[config.mk]
export PLATFORM = sky130hd
export DESIGN_NAME = key_input_cond_flat
export DESIGN_NICKNAME = d
export VERILOG_FILES = /design/src/rtl/key_input_cond_if.sv /design/src/rtl/key_input_cond.sv /design/src/flat_wrapper.sv
export SDC_FILE = /design/constraint.sdc
export NUM_CORES = 1
export LEC_CHECK = 0
export ABC_AREA = 1
export CAP_MARGIN = 40
export CELL_PAD_IN_SITES_DETAIL_PLACEMENT = 2
export CELL_PAD_IN_SITES_GLOBAL_PLACEMENT = 2
export CORE_UTILIZATION = 40
export DETAILED_ROUTE_END_ITERATION = 12
export MAX_ROUTING_LAYER = met4
export PLACE_DENSITY_LB_ADDON = 0.12
export SYNTH_ARGS = -nofsm -noshare
export SYNTH_HDL_FRONTEND = slang
export SYNTH_SLANG_ARGS = --single-unit
[constraint.sdc]
create_clock -name clk -period 3 [get_ports clk]
set_input_delay 0.6 -clock clk [delete_from_list [all_inputs] [get_ports clk]]
set_output_delay 0.6 -clock clk [all_outputs]
set_load 0.05 [all_outputs]
[src/rtl/key_input_cond_if.sv]
// Bundle of raw inputs and conditioned outputs for the key/switch conditioner.
// master: the raw pin source (drives btn_raw/sw_raw, observes clean events).
// slave : the conditioner (reads raw pins, drives levels, pulses and tick).
interface key_input_cond_if #(
    parameter int unsigned N_BTN = 8,
    parameter int unsigned N_SW  = 8
);
    logic [N_BTN-1:0] btn_raw;
    logic [N_SW-1:0]  sw_raw;
    logic [N_BTN-1:0] btn_level;
    logic [N_BTN-1:0] btn_press;
    logic [N_BTN-1:0] btn_release;
    logic [N_BTN-1:0] btn_long;
    logic [N_SW-1:0]  sw_level;
    logic             sw_change;
    logic             tick;

    modport master (
        output btn_raw, sw_raw,
        input  btn_level, btn_press, btn_release, btn_long, sw_level, sw_change, tick
    );

    modport slave (
        input  btn_raw, sw_raw,
        output btn_level, btn_press, btn_release, btn_long, sw_level, sw_change, tick
    );
endinterface

[src/rtl/key_input_cond.sv]
// Input conditioner for the count game: synchronizes and debounces raw buttons
// and switches, and produces one-cycle press/release/long-press pulses, a
// debounced switch bank with a change strobe, and the shared sample tick.
// Ports: clk, rst (async, active-low), bus (key_input_cond_if.slave):
//   in  btn_raw, sw_raw
//   out btn_level, btn_press, btn_release, btn_long, sw_level, sw_change, tick
module key_input_cond #(
    parameter int unsigned N_BTN      = 8,
    parameter int unsigned N_SW       = 8,
    parameter int unsigned TICK_DIV   = 1000,
    parameter int unsigned DEB_TICKS  = 20,
    parameter int unsigned LONG_TICKS = 1000
) (
    input  logic           clk,
    input  logic           rst,
    key_input_cond_if.slave bus
);
    localparam int unsigned N_CH = N_BTN + N_SW;
    localparam int unsigned DW   = $clog2(DEB_TICKS) + 1;
    localparam int unsigned HW   = $clog2(LONG_TICKS);
    localparam int unsigned TW   = (TICK_DIV > 1) ? $clog2(TICK_DIV) : 1;

    typedef enum logic [1:0] {ST_UP, ST_HELD, ST_LONG} hold_state_e;

    // Buttons occupy the low channels, switches the high ones.
    logic [N_CH-1:0]          raw_c;
    logic [N_CH-1:0]          sync1_q, sync2_q;
    logic [N_CH-1:0]          level_q, level_d;
    logic [N_CH-1:0]          rise_c, fall_c;
    logic [N_CH-1:0][DW-1:0]  deb_q, deb_d;
    logic [TW-1:0]            div_q, div_d;
    logic                     tick_q;
    hold_state_e              st_q [N_BTN];
    hold_state_e              st_d [N_BTN];
    logic [N_BTN-1:0][HW-1:0] hold_q, hold_d;
    logic [N_BTN-1:0]         long_c;
    logic [N_BTN-1:0]         press_q, release_q, long_q;
    logic                     sw_change_q;

    assign raw_c = {bus.sw_raw, bus.btn_raw};

    // Prescaler; tick is registered so it reads 0 while in reset.
    always_comb begin
        div_d = (div_q == TW'(TICK_DIV - 1)) ? '0 : div_q + TW'(1);
    end

    // Debounce: only tick cycles advance or restart the disagreement count.
    always_comb begin
        level_d = level_q;
        deb_d   = deb_q;
        rise_c  = '0;
        fall_c  = '0;
        if (tick_q) begin
            for (int unsigned i = 0; i < N_CH; i++) begin
                if (sync2_q[i] == level_q[i]) begin
                    deb_d[i] = '0;
                end else if (deb_q[i] == DW'(DEB_TICKS - 1)) begin
                    level_d[i] = sync2_q[i];
                    deb_d[i]   = '0;
                    rise_c[i]  = sync2_q[i];
                    fall_c[i]  = ~sync2_q[i];
                end else begin
                    deb_d[i] = deb_q[i] + DW'(1);
                end
            end
        end
    end

    // Long-press FSM next state; a release on the same tick wins over LONG.
    always_comb begin
        st_d   = st_q;
        hold_d = hold_q;
        long_c = '0;
        for (int unsigned b = 0; b < N_BTN; b++) begin
            case (st_q[b])
                ST_UP: begin
                    if (rise_c[b]) begin
                        st_d[b]   = ST_HELD;
                        hold_d[b] = '0;
                    end
                end
                ST_HELD: begin
                    if (fall_c[b]) begin
                        st_d[b]   = ST_UP;
                        hold_d[b] = '0;
                    end else if (tick_q) begin
                        if (hold_q[b] == HW'(LONG_TICKS - 1)) begin
                            st_d[b]   = ST_LONG;
                            long_c[b] = 1'b1;
                        end else begin
                            hold_d[b] = hold_q[b] + HW'(1);
                        end
                    end
                end
                ST_LONG: begin
                    if (fall_c[b]) begin
                        st_d[b]   = ST_UP;
                        hold_d[b] = '0;
                    end
                end
                default: begin
                    st_d[b]   = ST_UP;
                    hold_d[b] = '0;
                end
            endcase
        end
    end

    // State and output registers.
    always_ff @(posedge clk or negedge rst) begin
        if (!rst) begin
            sync1_q     <= '0;
            sync2_q     <= '0;
            div_q       <= '0;
            tick_q      <= 1'b0;
            level_q     <= '0;
            deb_q       <= '0;
            hold_q      <= '0;
            press_q     <= '0;
            release_q   <= '0;
            long_q      <= '0;
            sw_change_q <= 1'b0;
            for (int unsigned b = 0; b < N_BTN; b++) begin
                st_q[b] <= ST_UP;
            end
        end else begin
            sync1_q     <= raw_c;
            sync2_q     <= sync1_q;
            div_q       <= div_d;
            tick_q      <= (div_d == TW'(TICK_DIV - 1));
            level_q     <= level_d;
            deb_q       <= deb_d;
            hold_q      <= hold_d;
            press_q     <= rise_c[N_BTN-1:0];
            release_q   <= fall_c[N_BTN-1:0];
            long_q      <= long_c;
            sw_change_q <= |(rise_c[N_CH-1:N_BTN] | fall_c[N_CH-1:N_BTN]);
            for (int unsigned b = 0; b < N_BTN; b++) begin
                st_q[b] <= st_d[b];
            end
        end
    end

    assign bus.btn_level   = level_q[N_BTN-1:0];
    assign bus.sw_level    = level_q[N_CH-1:N_BTN];
    assign bus.btn_press   = press_q;
    assign bus.btn_release = release_q;
    assign bus.btn_long    = long_q;
    assign bus.sw_change   = sw_change_q;
    assign bus.tick        = tick_q;
endmodule

[src/flat_wrapper.sv]
// flat-port wrapper written by rule: the top's interface ports become plain ports
module key_input_cond_flat 
#(
    parameter int unsigned N_BTN      = 8,
    parameter int unsigned N_SW       = 8,
    parameter int unsigned TICK_DIV   = 1000,
    parameter int unsigned DEB_TICKS  = 20,
    parameter int unsigned LONG_TICKS = 1000
)
  (clk, rst, bus_btn_raw, bus_sw_raw, bus_btn_level, bus_btn_press, bus_btn_release, bus_btn_long, bus_sw_level, bus_sw_change, bus_tick);
  key_input_cond_if #(.N_BTN(N_BTN), .N_SW(N_SW)) bus_i ();
  input  logic clk;
  input  logic rst;
  input wire logic [$bits(bus_i.btn_raw)-1:0] bus_btn_raw;
  input wire logic [$bits(bus_i.sw_raw)-1:0] bus_sw_raw;
  output wire logic [$bits(bus_i.btn_level)-1:0] bus_btn_level;
  output wire logic [$bits(bus_i.btn_press)-1:0] bus_btn_press;
  output wire logic [$bits(bus_i.btn_release)-1:0] bus_btn_release;
  output wire logic [$bits(bus_i.btn_long)-1:0] bus_btn_long;
  output wire logic [$bits(bus_i.sw_level)-1:0] bus_sw_level;
  output wire logic [$bits(bus_i.sw_change)-1:0] bus_sw_change;
  output wire logic [$bits(bus_i.tick)-1:0] bus_tick;
  assign bus_i.btn_raw = bus_btn_raw;
  assign bus_i.sw_raw = bus_sw_raw;
  assign bus_btn_level = bus_i.btn_level;
  assign bus_btn_press = bus_i.btn_press;
  assign bus_btn_release = bus_i.btn_release;
  assign bus_btn_long = bus_i.btn_long;
  assign bus_sw_level = bus_i.sw_level;
  assign bus_sw_change = bus_i.sw_change;
  assign bus_tick = bus_i.tick;
  key_input_cond #(.N_BTN(N_BTN), .N_SW(N_SW), .TICK_DIV(TICK_DIV), .DEB_TICKS(DEB_TICKS), .LONG_TICKS(LONG_TICKS)) u_core (.clk(clk), .rst(rst), .bus(bus_i));
endmodule
==> flow_metrics.py, run 1 <==
metrics = {
    "drt": {
        "drt_iter0_markers": 387,
        "wl_um": 43550,
        "drc_errors": 5,
        "first_pass_iters": 8,
        "ant_nets": 0,
        "vias_per_cell": 5.277,
        "avgRoutedWirePerCell_um": 17.85,
        "num_vias": 12876,
    },
    "place": {
        "io_buffers": 59,
        "placed_cells": 2379,
        "place_ws_ns": 0.8268,
        "dp_hpwl_um": 30060,
        "gp_congestion": 0.8101,
    },
    "floorplanning": {
        "initial_core_util_pct": 40.85,
        "die_h_um": 193.0,
        "die_area_um2": 37270,
        "coreArea_um2": 35740,
        "fp.dieW_um": 193.0,
        "rows": 69,
        "ios": 60,
    },
    "hold_path": {
        "hold_class": "in -> async",
    },
    "worst_setup_path": {
        "r2r_cells": 9,
        "crit_slowest_cell": "clkdlybuf4s50_1",
        "path_delay_family": "buffers and inverters",
        "r2r_slack_ns": 0.79,
        "slowest_delay_ns": 0.85,
        "r2r-start": "u_core.bus.tick$_DFF_PN0_",
        "cp.required_ns": 2.40,
        "end_kind": "primary output",
        "startpoint_type": "register",
        "critical_path_class": "reg -> out",
        "reg2reg_to": "u_core.hold_q[33]$_DFFE_PN0P_",
        "cp_max_fo": 3,
        "crit_arrival_ns": 1.84,
        "crit_chain": "clkdlybuf4s50_1",
        "critPathBufInv": 1,
    },
    "clock_tree": {
        "numClockSinks": 276,
        "htreeDepth": 2,
        "cts_resized": 0,
        "path_clk_slew_ns": 0.06,
        "cts_setup_buffers": 0,
        "clk-insertion-delay-late_ns": 0.54,
        "cts-buffers-inserted": 35,
        "ctsRootBufferMaster": "clkbuf_16",
        "hold_buffers": 0,
        "clk_path_buf_depth": 3,
        "cts_tree": "built",
    },
    "layout": {
        "layout-drive-gt1-share_pct": 7.276,
        "diodes": 0,
        "area_delta_synth_final_pct": 15.10,
        "nNetsFinal": 1999,
        "utilization_pct": 47.01,
        "final_cells": 2440,
    },
    "timing": {
        "max_freq_ghz": 0.4094,
        "clock_skew_ns": 0.01698,
        "finalHoldViolations": 0,
        "setup_tns_ns": 0,
        "timing.final.crit_share_pct": 81.43,
        "tightest_slew_ns": 0.7187,
        "drv_slew": 0,
        "slew_headroom_pct": 51.65,
        "rsz0062_at_grt": "false",
        "setup_viol": 0,
        "min_period_ns": 2.443,
        "layout_setup_ws_ns": 0.5571,
    },
    "synth": {
        "synth_area_leaders": "dfrtp_1, nand2_1, nor2_1",
        "synth.avg_cell_area_um2": 7.790,
        "synth_top_area_share_pct": 47.31,
        "synth_edf_count": 0,
        "syn_area_um2": 14600,
        "post_synth_num_cell_types": 48,
        "ys_top_cells_by_count": "nand2_1, dfrtp_1, nor2_1",
        "yosysTopAreaCell": "dfrtp_1",
        "synthMostInstantiatedCell": "nand2_1",
        "synth-main-ff-cell": "dfrtp_1",
        "ys_seq_area_share_pct": 47.31,
        "syn-instance-count": 1874,
        "synth-seq-cells": 276,
        "synth_warnings": 0,
        "synthesis.nets": 1918,
        "async_reset_ff_share_pct": 100.0,
    },
    "job": {
        "drv_cap": 0,
    },
    "pwr": {
        "peakVddDrop_mv": 0.3613,
        "power.total_w": 0.007877,
        "power_leakage_nw": 7.950,
        "power_density_nw_per_um2": 468.7,
    },
    "status": {
        "violations": "DRC",
        "outcome": "finished with violations",
    },
    "grt": {
        "grt_overflow": 0,
        "grt_pass1_vias": 14744,
        "grt_max_degree": 61,
        "grt.total_usage_pct": 25.18,
        "antenna_found_initial": 0,
        "grt_pass1_wl_um": 73700,
    },
}
stage by stage:
stage               hold slack, ns  instance area, µm²
detailed placement          0.3364               15760
floorplan                   0.3044               14600
CTS                        0.02000               16800
finish                     0.02820               16800
global route               0.03677               16800
global placement            0.3332               15760
layout make-up:
| type | instances | area (µm²) |
|---|---|---|
| Inverter | 237 | 890.9 |
| Tap cell | 461 | 576.8 |
| Sequential cell | 276 | 6910 |
| Multi-Input combinational cell | 1331 | 6621 |
| Clock buffer | 54 | 997.2 |
| Fill cell | 4060 | 18940 |
| Clock inverter | 7 | 48.80 |
| Timing Repair Buffer | 74 | 758.2 |
routing by layer:
metal,track usage (%),vias up,wire length [µm]
met5,-,-,0
met4,6.070,0,825
met3,3.855,66,1069
met2,46.39,110,23150
met1,28.30,6539,18500
li1,-,6161,-
report_power, final:
part / internal [W] / switching [W]
clock: 0.00229 / 0.00168
combinational: 0.0000406 / 0.000106
sequential: 0.00375 / 0.0000169
worst max-delay path by stage:
| stage | from | end | slack [ns] | depth (start not counted) |
|---|---|---|---|---|
| finish | u_core.level_q[11]$_DFFE_PN0P_ | bus_sw_level[3] | 0.56 | 1 |
| global route | u_core.level_q[7]$_DFFE_PN0P_ | bus_btn_level[7] | 0.49 | 1 |
| floorplan | u_core.bus.tick$_DFF_PN0_ | u_core.hold_q[60]$_DFFE_PN0P_ | 1.15 | 10 |
| detailed placement | u_core.bus.tick$_DFF_PN0_ | u_core.hold_q[33]$_DFFE_PN0P_ | 0.83 | 9 |
| global placement | u_core.bus.tick$_DFF_PN0_ | u_core.hold_q[34]$_DFFE_PN0P_ | 0.96 | 9 |
| CTS | u_core.level_q[7]$_DFFE_PN0P_ | bus_btn_level[7] | 0.51 | 1 |
sequential cells by signal, indices dropped and copies added (netlist names):
signal,count
u_core.deb_q,96
u_core.sync2_q,16
u_core.sync1_q,16
u_core.bus.btn_release,8
u_core.div_q,10
u_core.bus.btn_press,8
u_core.bus.tick,1
u_core.bus.sw_change,1
u_core.hold_q,80
u_core.st_q,16
u_core.bus.btn_long,8
u_core.level_q,16
kinds of logic (layout without fill, tap and decap cells):
| kind of cell | after synthesis | in the layout | synth area share (%) |
|---|---|---|---|
| fa+ha+maj | 26 | 26 | 2.228 |
| buf+inv | 267 | 372 | 7.336 |
| flops | 276 | 276 | 47.31 |
| simple gates | 1073 | 1073 | 33.10 |
| compound gates | 181 | 181 | 6.968 |
| xor+xnor | 51 | 51 | 3.060 |
layout by cell type (no fill, tap or decap), types with 15 or more instances in the layout:
master	netlist	layout
xnor2_1	15	15
clkdlybuf4s50_1	0	58
inv_1	227	227
nand3_1	101	101
nand4_1	44	44
nor3_1	77	77
dfrtp_1	276	275
xor2_1	36	36
nor2_1	240	240
o21ai_0	51	51
ha_1	26	26
nand2_1	513	513
nand2_2	20	20
clkbuf_16	0	35
a21oi_1	76	76
(Power assumes the default switching activity.)
==> run 2: changes to the inputs <==
- CORE_UTILIZATION: 40 -> 33
- clock period: 3 -> 2.2 ns (I/O delays scaled with it)
==> flow_metrics.py, run 2 (same netlist as run 1, synthesis figures left out) <==
metrics = {
    "status": {
        "outcome": "finished clean",
    },
    "worst_setup_path": {
        "cp.required_ns": 1.76,
        "end_kind": "primary output",
        "r2r_slack_ns": 0.22,
        "r2r-start": "u_core.deb_q[30]$_DFFE_PN0P_",
        "r2r_cells": 9,
        "critical_path_class": "reg -> out",
        "startpoint": "u_core.bus.sw_change$_DFF_PN0_",
        "crit_slowest_cell": "clkdlybuf4s50_1",
        "slowest_delay_ns": 0.80,
        "path_delay_family": "buffers and inverters",
        "reg2reg_to": "u_core.hold_q[50]$_DFFE_PN0P_",
        "critPathBufInv": 1,
        "crit_chain": "clkdlybuf4s50_1",
        "cp_max_fo": 1,
        "startpoint_type": "register",
        "crit_arrival_ns": 1.69,
    },
    "grt": {
        "grt_pass1_wl_um": 70840,
        "grt.total_usage_pct": 19.82,
        "grt_max_degree": 62,
        "grt_overflow": 0,
        "grt_pass1_vias": 14167,
        "antenna_found_initial": 1,
    },
    "pwr": {
        "power_leakage_nw": 8.225,
        "power_density_nw_per_um2": 643.3,
        "power_frac_comb_pct": 2.0,
        "p_int_w": 0.008622,
        "peakVddDrop_mv": 0.4792,
        "power.total_w": 0.01109,
        "clockPowerShare_pct": 51.8,
        "switchingPower_w": 0.002473,
        "seq_power_share_pct": 46.2,
        "switching_share_pct": 22.29,
    },
    "timing": {
        "layout_setup_ws_ns": 0.06550,
        "setup_viol": 0,
        "tightest_slew_ns": 0.6142,
        "min_period_ns": 2.134,
        "timing.final.crit_share_pct": 97.02,
        "slew_headroom_pct": 59.05,
        "rsz0062_at_grt": "false",
        "max_freq_ghz": 0.4685,
        "setup_tns_ns": 0,
        "whs_ns": 0.3378,
        "clock_skew_ns": 0.009111,
        "finalHoldViolations": 0,
        "drv_slew": 0,
    },
    "drt": {
        "wl_um": 41070,
        "drc_errors": 0,
        "avgRoutedWirePerCell_um": 15.89,
        "ant_nets": 0,
        "num_vias": 12745,
        "vias_per_cell": 4.930,
        "drt_iter0_markers": 331,
        "first_pass_iters": 4,
    },
    "hold_path": {
        "worstHoldStart": "bus_btn_raw[5]",
        "hold_class": "in -> reg",
        "hold_depth": 1,
        "min_to": "u_core.sync1_q[5]$_DFF_PN0_",
    },
    "clock_tree": {
        "cts_setup_buffers": 0,
        "cts_tree": "built",
        "path_clk_slew_ns": 0.06,
        "numClockSinks": 276,
        "htreeDepth": 2,
        "cts-buffers-inserted": 37,
        "clk-insertion-delay-late_ns": 0.54,
        "ctsRootBufferMaster": "clkbuf_16",
        "clk_path_buf_depth": 3,
    },
    "layout": {
        "layout_common_cells": "nand2_1, dfrtp_1, nor2_1, inv_1, nand3_1",
        "area_delta_synth_final_pct": 18.13,
        "nNetsFinal": 2020,
        "regMostFlops": "u_core.deb_q",
        "largest_reg_flops": 96,
        "reg_top3": "u_core.deb_q: 96 flops, u_core.hold_q: 80 flops",
        "final_common_cell": "nand2_1",
        "layout-drive-gt1-share_pct": 8.604,
    },
    "floorplanning": {
        "coreArea_um2": 43360,
        "rows": 76,
        "ios": 60,
        "die_area_um2": 45080,
        "die_h_um": 212.3,
        "fp.dieW_um": 212.3,
        "initial_core_util_pct": 33.67,
    },
    "place": {
        "place_ws_ns": 0.2450,
        "dp_hpwl_um": 29550,
        "gp_congestion": 0.8016,
        "io_buffers": 59,
    },
    "job": {
        "drv_cap": 0,
    },
}
-- run 2: worst max-delay path by stage --
stage | to | cells past startpoint
3_3_place_gp | u_core.hold_q[49]$_DFFE_PN0P_ | 9
5_1_grt | bus_sw_change | 1
6_report | bus_sw_change | 1
2_1_floorplan | u_core.hold_q[60]$_DFFE_PN0P_ | 10
3_5_place_dp | u_core.hold_q[48]$_DFFE_PN0P_ | 9
4_1_cts | bus_btn_release[3] | 1
-- run 2: timing repair --
| item | 4_1_cts | 5_1_grt |
|---|---|---|
| hold buffers | 1 | 0 |
| gates resized for setup | 15 | 2 |
| setup endpoints to repair | 15 | 2 |
| hold endpoints to repair | 47 | 0 |
-- run 2: layer usage --
metal  part of all wire (%)  GRT usage (%)  up-vias  wire [µm]
met4                    2.0          5.036        0        804
li1                       -              -     6202          -
met5                      0              -        -          0
met2                     49          33.50      101      20110
met3                    2.8          3.368       57       1134
met1                     46          24.52     6385      19030
-- run 2: final cells by class --
type                            count  area, µm²
Multi-Input combinational cell   1331       6621
Clock buffer                       55       1104
Fill cell                        5042      26120
Inverter                          237      890.9
Tap cell                          585      732.0
Clock inverter                      7      37.54
Antenna cell                        1      2.502
Timing Repair Buffer               93      947.2
Sequential cell                   276       6910
-- run 2: power by group through the flow --
stage	logic, W	registers, W	clock network, W
global placement	0.000229	0.00522	0
detailed placement	0.000234	0.00522	0
finish	0.000223	0.00513	0.00574
floorplan	0.0000362	0.00521	0
global route	0.000252	0.00513	0.00617
CTS	0.000236	0.00513	0.00598
-- run 2: metrics by stage --
stage | instance area, µm² | utilization (%) | std cells
CTS | 17240 | 39.75 | 2584
floorplan | 14600 | - | 1874
finish | 17250 | 39.77 | 2585
global route | 17250 | 39.77 | 2585
global placement | 16110 | 37.14 | 2521
detailed placement | 16110 | 37.14 | 2521
